$ cat src/rtl/mul_fp16_pkg.sv
// Shared types and constants for the FP16 multiplier issuer.
// Imported by the result FIFO and the issuer top level.
package mul_fp16_pkg;

  localparam int FP16_W = 16;

  typedef enum logic [1:0] {
    RUN,
    DRAIN,
    DONE
  } issuer_state_t;

  typedef struct packed {
    logic              last;
    logic [FP16_W-1:0] data;
  } fp16_res_t;

endpackage

$ cat src/rtl/fp16_result_fifo.sv
// Synchronous result FIFO; pointers wrap explicitly so any depth works.
// Push and pop in the same cycle are accepted even when full.
module fp16_result_fifo
  import mul_fp16_pkg::*;
#(
  parameter  int DEPTH = 4,
  localparam int AW    = (DEPTH > 1) ? $clog2(DEPTH) : 1,
  localparam int CW    = $clog2(DEPTH + 1)
) (
  input  logic          clk,
  input  logic          nRST,
  input  logic          push,
  input  fp16_res_t     push_data,
  input  logic          pop,
  output fp16_res_t     pop_data,
  output logic          full,
  output logic          empty,
  output logic [CW-1:0] count
);

  fp16_res_t     mem [DEPTH];
  logic [AW-1:0] wr_ptr;
  logic [AW-1:0] rd_ptr;
  logic          do_push;
  logic          do_pop;

  function automatic logic [AW-1:0] wrap_inc(
    input logic [AW-1:0] p
  );
    return (p == AW'(DEPTH - 1)) ? '0 : p + 1'b1;
  endfunction

  assign full     = (count == CW'(DEPTH));
  assign empty    = (count == '0);
  assign do_pop   = pop & ~empty;
  assign do_push  = push & (~full | do_pop);
  assign pop_data = mem[rd_ptr];

  always_ff @(posedge clk) begin
    if (!nRST) begin
      wr_ptr <= '0;
      rd_ptr <= '0;
      count  <= '0;
    end else begin
      if (do_push)
        wr_ptr <= wrap_inc(wr_ptr);
      if (do_pop)
        rd_ptr <= wrap_inc(rd_ptr);
      unique case ({do_push, do_pop})
        2'b10:   count <= count + 1'b1;
        2'b01:   count <= count - 1'b1;
        default: count <= count;
      endcase
    end
  end

  always_ff @(posedge clk) begin
    if (do_push)
      mem[wr_ptr] <= push_data;
  end

endmodule

$ cat src/rtl/mul_fp16_issuer.sv
// Issue/collect front end for the pipelined FP16 multiplier.
// Credits keep every returned product room in the output FIFO.
module mul_fp16_issuer
  import mul_fp16_pkg::*;
#(
  parameter int OUT_DEPTH   = 4,
  parameter int MUL_LATENCY = 2
) (
  input  logic              clk,
  input  logic              nRST,
  input  logic              in_valid,
  output logic              in_ready,
  input  logic [FP16_W-1:0] in_a,
  input  logic [FP16_W-1:0] in_b,
  input  logic              in_last,
  output logic              mul_start,
  output logic [FP16_W-1:0] mul_a,
  output logic [FP16_W-1:0] mul_b,
  input  logic [FP16_W-1:0] mul_result,
  input  logic              mul_done,
  output logic              out_valid,
  input  logic              out_ready,
  output logic [FP16_W-1:0] out_result,
  output logic              out_last,
  input  logic              flush,
  output logic              flush_done,
  output logic              err,
  output logic [2:0]        inflight
);

  localparam int         CW   = $clog2(OUT_DEPTH + 1);
  localparam logic [1:0] MASK = 2'(MUL_LATENCY);

  issuer_state_t          state;
  logic [MUL_LATENCY-1:0] tag_v;
  logic [MUL_LATENCY-1:0] tag_l;
  logic [1:0]             mask_cnt;
  logic [CW-1:0]          occ;
  logic                   full;
  logic                   empty;
  logic                   push;
  logic                   pop;
  logic                   exit_v;
  logic                   exit_l;
  logic                   done_ok;
  logic                   credit_ok;
  fp16_res_t              push_data;
  fp16_res_t              pop_data;

  // Pops free credit only once occ has updated, keeping out_ready off in_ready.
  assign credit_ok = (32'(occ) + 32'(inflight)) < 32'(OUT_DEPTH);
  assign in_ready  = nRST & (state == RUN) & credit_ok;
  assign mul_start = in_valid & in_ready;
  assign mul_a     = in_a;
  assign mul_b     = in_b;

  assign exit_v  = tag_v[MUL_LATENCY-1];
  assign exit_l  = tag_l[MUL_LATENCY-1];
  // Stale products from before a reset land while the mask is nonzero.
  assign done_ok = mul_done & (mask_cnt == '0);
  assign push    = done_ok & (exit_v | ~full);

  assign push_data = '{last: exit_l, data: mul_result};

  assign out_valid  = ~empty;
  assign pop        = out_valid & out_ready;
  assign out_result = pop_data.data;
  assign out_last   = pop_data.last;

  fp16_result_fifo #(
    .DEPTH (OUT_DEPTH)
  ) u_fifo (
    .clk       (clk),
    .nRST      (nRST),
    .push      (push),
    .push_data (push_data),
    .pop       (pop),
    .pop_data  (pop_data),
    .full      (full),
    .empty     (empty),
    .count     (occ)
  );

  always_ff @(posedge clk) begin
    if (!nRST) begin
      tag_v    <= '0;
      tag_l    <= '0;
      inflight <= '0;
      err      <= 1'b0;
      mask_cnt <= MASK;
    end else begin
      tag_v <= {tag_v[MUL_LATENCY-2:0], mul_start};
      tag_l <= {tag_l[MUL_LATENCY-2:0], in_last};
      if (mul_start & ~exit_v)
        inflight <= inflight + 3'd1;
      else if (~mul_start & exit_v)
        inflight <= inflight - 3'd1;
      if (exit_v != done_ok)
        err <= 1'b1;
      if (mask_cnt != '0)
        mask_cnt <= mask_cnt - 2'd1;
    end
  end

  always_ff @(posedge clk) begin
    if (!nRST) begin
      state      <= RUN;
      flush_done <= 1'b0;
    end else begin
      flush_done <= 1'b0;
      unique case (state)
        RUN: begin
          if (flush)
            state <= DRAIN;
        end
        DRAIN: begin
          if (inflight == '0 && empty) begin
            state      <= DONE;
            flush_done <= 1'b1;
          end
        end
        DONE: begin
          state <= RUN;
        end
        default: begin
          state <= RUN;
        end
      endcase
    end
  end

endmodule
$ cat config.mk
export PLATFORM = sky130hd
export DESIGN_NAME = mul_fp16_issuer
export DESIGN_NICKNAME = d
export VERILOG_FILES = /design/src/rtl/mul_fp16_pkg.sv /design/src/rtl/fp16_result_fifo.sv /design/src/rtl/mul_fp16_issuer.sv
export SDC_FILE = /design/constraint.sdc
export NUM_CORES = 1
export LEC_CHECK = 0
export CORE_MARGIN = 4
export CORE_UTILIZATION = 42
export DETAILED_ROUTE_END_ITERATION = 8
export PLACE_DENSITY = 0.79
export SKIP_LAST_GASP = 1
export SLEW_MARGIN = 10
export SYNTH_ARGS = -nofsm -noshare
export SYNTH_HDL_FRONTEND = slang
export SYNTH_SLANG_ARGS = --single-unit
$ cat constraint.sdc
create_clock -name clk -period 2.9 [get_ports clk]
set_clock_uncertainty 0.15 [all_clocks]
set_input_delay 0.87 -clock clk [delete_from_list [all_inputs] [get_ports clk]]
set_output_delay 0.87 -clock clk [all_outputs]
set_load 0.01 [all_outputs]
==> results by group <==
Layout
  – Register area: between 0.002 and 0.0025 mm^2
  – Post-Layout Cell Count: approximately 380
  – Nets@finish: about 340
  – Fin area: 0.004613 mm^2
  – Fill count: 701
  – Antenna cells: 0
  – Layout cells sized above 1: 26.45%
  – Area growth syn-to-layout: 23.27%
  – Area of the multi-input gates: a little under 0.001 mm^2

Routing
  – Routed wire per std cell: 16.27 um
  – Drt total wl: 6249 um
  – Initial DRC count: 79
  – Pre-antenna DRT Iters: 4
  – Remaining DRCs: 0
  – Routed via count: 1891
  – ANT nets after route: 0
  – Via density: 4.924

Timing
  – RSZ-0062 raised after global routing: yes
  – Setup violations, final: 1
  – Post-route clock period utilization: 101.1%
  – Setup slack after layout: -30.77 ps
  – Minimum clock period: ~2900 ps
  – Slew margin rel.: 72.53%
  – Final hold vios: 0
  – Min Hold Slack: 289.4 ps
  – Setup TNS: -30.77 ps
  – Achievable Freq: 0.3412 GHz
  – Worst slew pin tran: a little over 400 ps
  – Max Slew Vio Count: 0

Placement
  – Placed Cells incl. Taps: 367
  – Final GP Congestion: 0.7489
  – Final HPWL DP: between 4000 and 5000 um
  – Cell Area, Placed: 0.004322 mm^2
  – PortBufs: 47

GRT
  – First-pass GRT wire length: slightly below 10000 um
  – Vias in the first global route: 2021
  – Met1 GRT Util: ~15%
  – Grt peak-use layer: met2
  – Pin count of the biggest net entering global routing: 19
  – Met2 Use GR: roughly 21%
  – Total track usage: approximately 13%
  – Gr ovfl total: 0
  – Initial antenna violation count: 0
  – Global-route met3 utilization: about 6.1%

Clocking
  – Worst-case clock buffer depth: 2
  – Num CTS Buffers: 9
  – CTS tree: done
  – Clock Tree Root: clkbuf_8
  – Worst-Skew Late Latency: 350 ps
  – CTS clk-pin slew, worst paths: approximately 100 ps
  – CTS Sinks: 90
  – H-tree depth: 3
  – Setup bufs post-CTS: 0

Pwr
  – Static leakage: 1.729 nW
  – Pwr/cell area: 734.7 mW/mm^2
  – Max IR drop VDD: 452.2 uV

Synthesis
  – Mean Syn Cell Area: 16.34 um^2
  – Seq/Total Area, Yosys: between 60% and 70%
  – Syn. warnings: 0
  – Cell variety after synth: 32
  – Post-Syn Nets: 296
  – Mapped Cells: ~230
  – Synthesized cell area: about 0.0037 mm^2
  – Flops & latches, synth: 90

Die
  – Die area: 0.01048 mm^2
  – Core Footprint: 0.008678 mm^2
  – Placement Rows: 34
  – I/O pin count: 112
  – Die H: 102.4 um
  – Die X: 102.4 um
  – Initial Utilization: between 40% and 50%

Critical path
  – WP data required: 1880 ps
  – Critical path type: flop to output pin
  – Crit start category: flop
  – Worst-path fanout max: 9
  – Reg2Reg Setup Slack: roughly 180 ps
  – Crit path capture type: output pin
  – Worst EP arrival: 1910 ps

Status
  – Failing checks: setup timing
  – Status: finished, violations left

Flow run
  – Max_cap viols: 0

Min path
  – Hold crit path type: flop to flop
-- flip-flops by register name, summed over array words and instances (netlist names), named ones only --
signal and flops:
u_fifo.mem 68, inflight 3, u_fifo.count 3, mask_cnt 2, state 2, tag_l 2, tag_v 2, u_fifo.rd_ptr 2
u_fifo.wr_ptr 2, err 1, flush_done 1
-- cell families after synthesis --
family	count (synthesis)	share of synthesized area, %
AO/OA/AOI/OAI	15	2.541
XOR/XNOR	6	1.404
adder cells (fa/ha/maj)	12	4.413
buffers and inverters	52	8.960
flip-flops	90	66.33
multiplexers	21	11.33
AND/OR/NAND/NOR	33	5.015
-- cells in the final DEF (no fill, tap or decap), types with 3 or more instances in the layout --
master / netlist / routed
mux2i_1: 3 / 3
and2_1: 7 / 7
inv_1: 13 / 13
nand2_1: 8 / 7
xor2_1: 5 / 5
mux4_2: 17 / 17
buf_12: 0 / 5
a21oi_1: 6 / 5
dlymetal6s2s_1: 0 / 16
clkdlybuf4s50_1: 0 / 28
edfxtp_1: 68 / 68
ha_1: 10 / 8
buf_4: 35 / 17
or3_1: 4 / 4
nor2_1: 7 / 7
clkbuf_8: 0 / 9
dfxtp_1: 22 / 19
-- timing repair --
item                                    4_1_cts  5_1_grt
endpoints found under the setup margin       20       21
gates cloned                                  0        1
gates resized for setup                       9       25
hold buffers                                  0        0
pin swaps                                     1        4
-- path summary, 6_finish.rpt --
check / from / endpoint / cells after the start
hold reg to reg: tag_l[0] / tag_l[1] / 1
setup reg to reg: u_fifo.count[2] / inflight[2] / 11
hold / removal: tag_l[0] / tag_l[1] / 1
setup / recovery: flop / out_last / 3
-- report_power, final --
group / switching (mW) / internal (mW) / total, mW / leakage, nW
Sequential: 0.0929 / 1.50 / 1.60 / 0.796
Clock: 0.471 / 0.334 / 0.805 / 0.0926
Combinational: 0.419 / 0.569 / 0.987 / 0.840
-- worst max-delay path, stage by stage (launching register included) --
cell	delay, ps
dfxtp_4	390
buf_12	150
mux4_2	530
clkdlybuf4s50_1	500
-- area by class of cell --
cell class | instances | area share, %
multi-input cells | 87 | 21.54
repair buffers | 70 | 16.30
flip-flops and latches | 90 | 53.95
well taps | 108 | 2.929
inverters | 13 | 1.058
clock inverters | 7 | 1.546
clock buffers | 9 | 2.685
-- synth_stat cells --
cell type | n | area [um^2]
xnor2_1 | 1 | 8.760
o31ai_1 | 1 | 7.510
or3_1 | 4 | 25.02
edfxtp_1 | 68 | 2042
mux2_2 | 1 | 11.26
and2_1 | 7 | 43.79
a2111oi_0 | 1 | 8.760
and3_1 | 2 | 12.51
xor2_1 | 5 | 43.79
nand2_1 | 8 | 30.03
dfxtp_1 | 22 | 440.4
mux2i_1 | 3 | 30.03
or3_4 | 1 | 11.26
buf_4 | 35 | 262.8
nand3_1 | 1 | 5.000
ha_1 | 10 | 125.1
o21ai_0 | 2 | 10.01
nor4_4 | 1 | 21.27
a21oi_1 | 6 | 30.03
buf_6 | 1 | 11.26
fa_1 | 2 | 40.04
o21a_1 | 1 | 7.510
mux4_2 | 17 | 382.9
inv_1 | 13 | 48.80
buf_2 | 1 | 5.000
a211oi_1 | 1 | 7.510
nor4_1 | 1 | 6.260
a31oi_1 | 1 | 6.260
a311oi_1 | 2 | 17.52
clkbuf_1 | 2 | 7.510
nor2b_1 | 1 | 6.260
nor2_1 | 7 | 26.28
-- metrics by stage --
step | setup slack (ps) | total power [mW] | util [%]
3_5_place_dp | -578.4 | 2.588 | 49.80
3_3_place_gp | -552.2 | 2.561 | 49.80
2_1_floorplan | -3.943 | 2.201 | -
4_1_cts | -103.1 | 3.392 | 51.92
5_1_grt | -114.3 | 3.592 | 53.16
6_report | -30.77 | 3.389 | 53.16
-- metal layers --
| metal | vias up | part of all wire, % |
|---|---|---|
| li1 | 896 | - |
| met1 | 909 | 41 |
| met2 | 70 | 48 |
| met3 | 16 | 9.3 |
| met4 | 0 | 1.4 |
| met5 | - | 0 |
(Power assumes the default switching activity.)
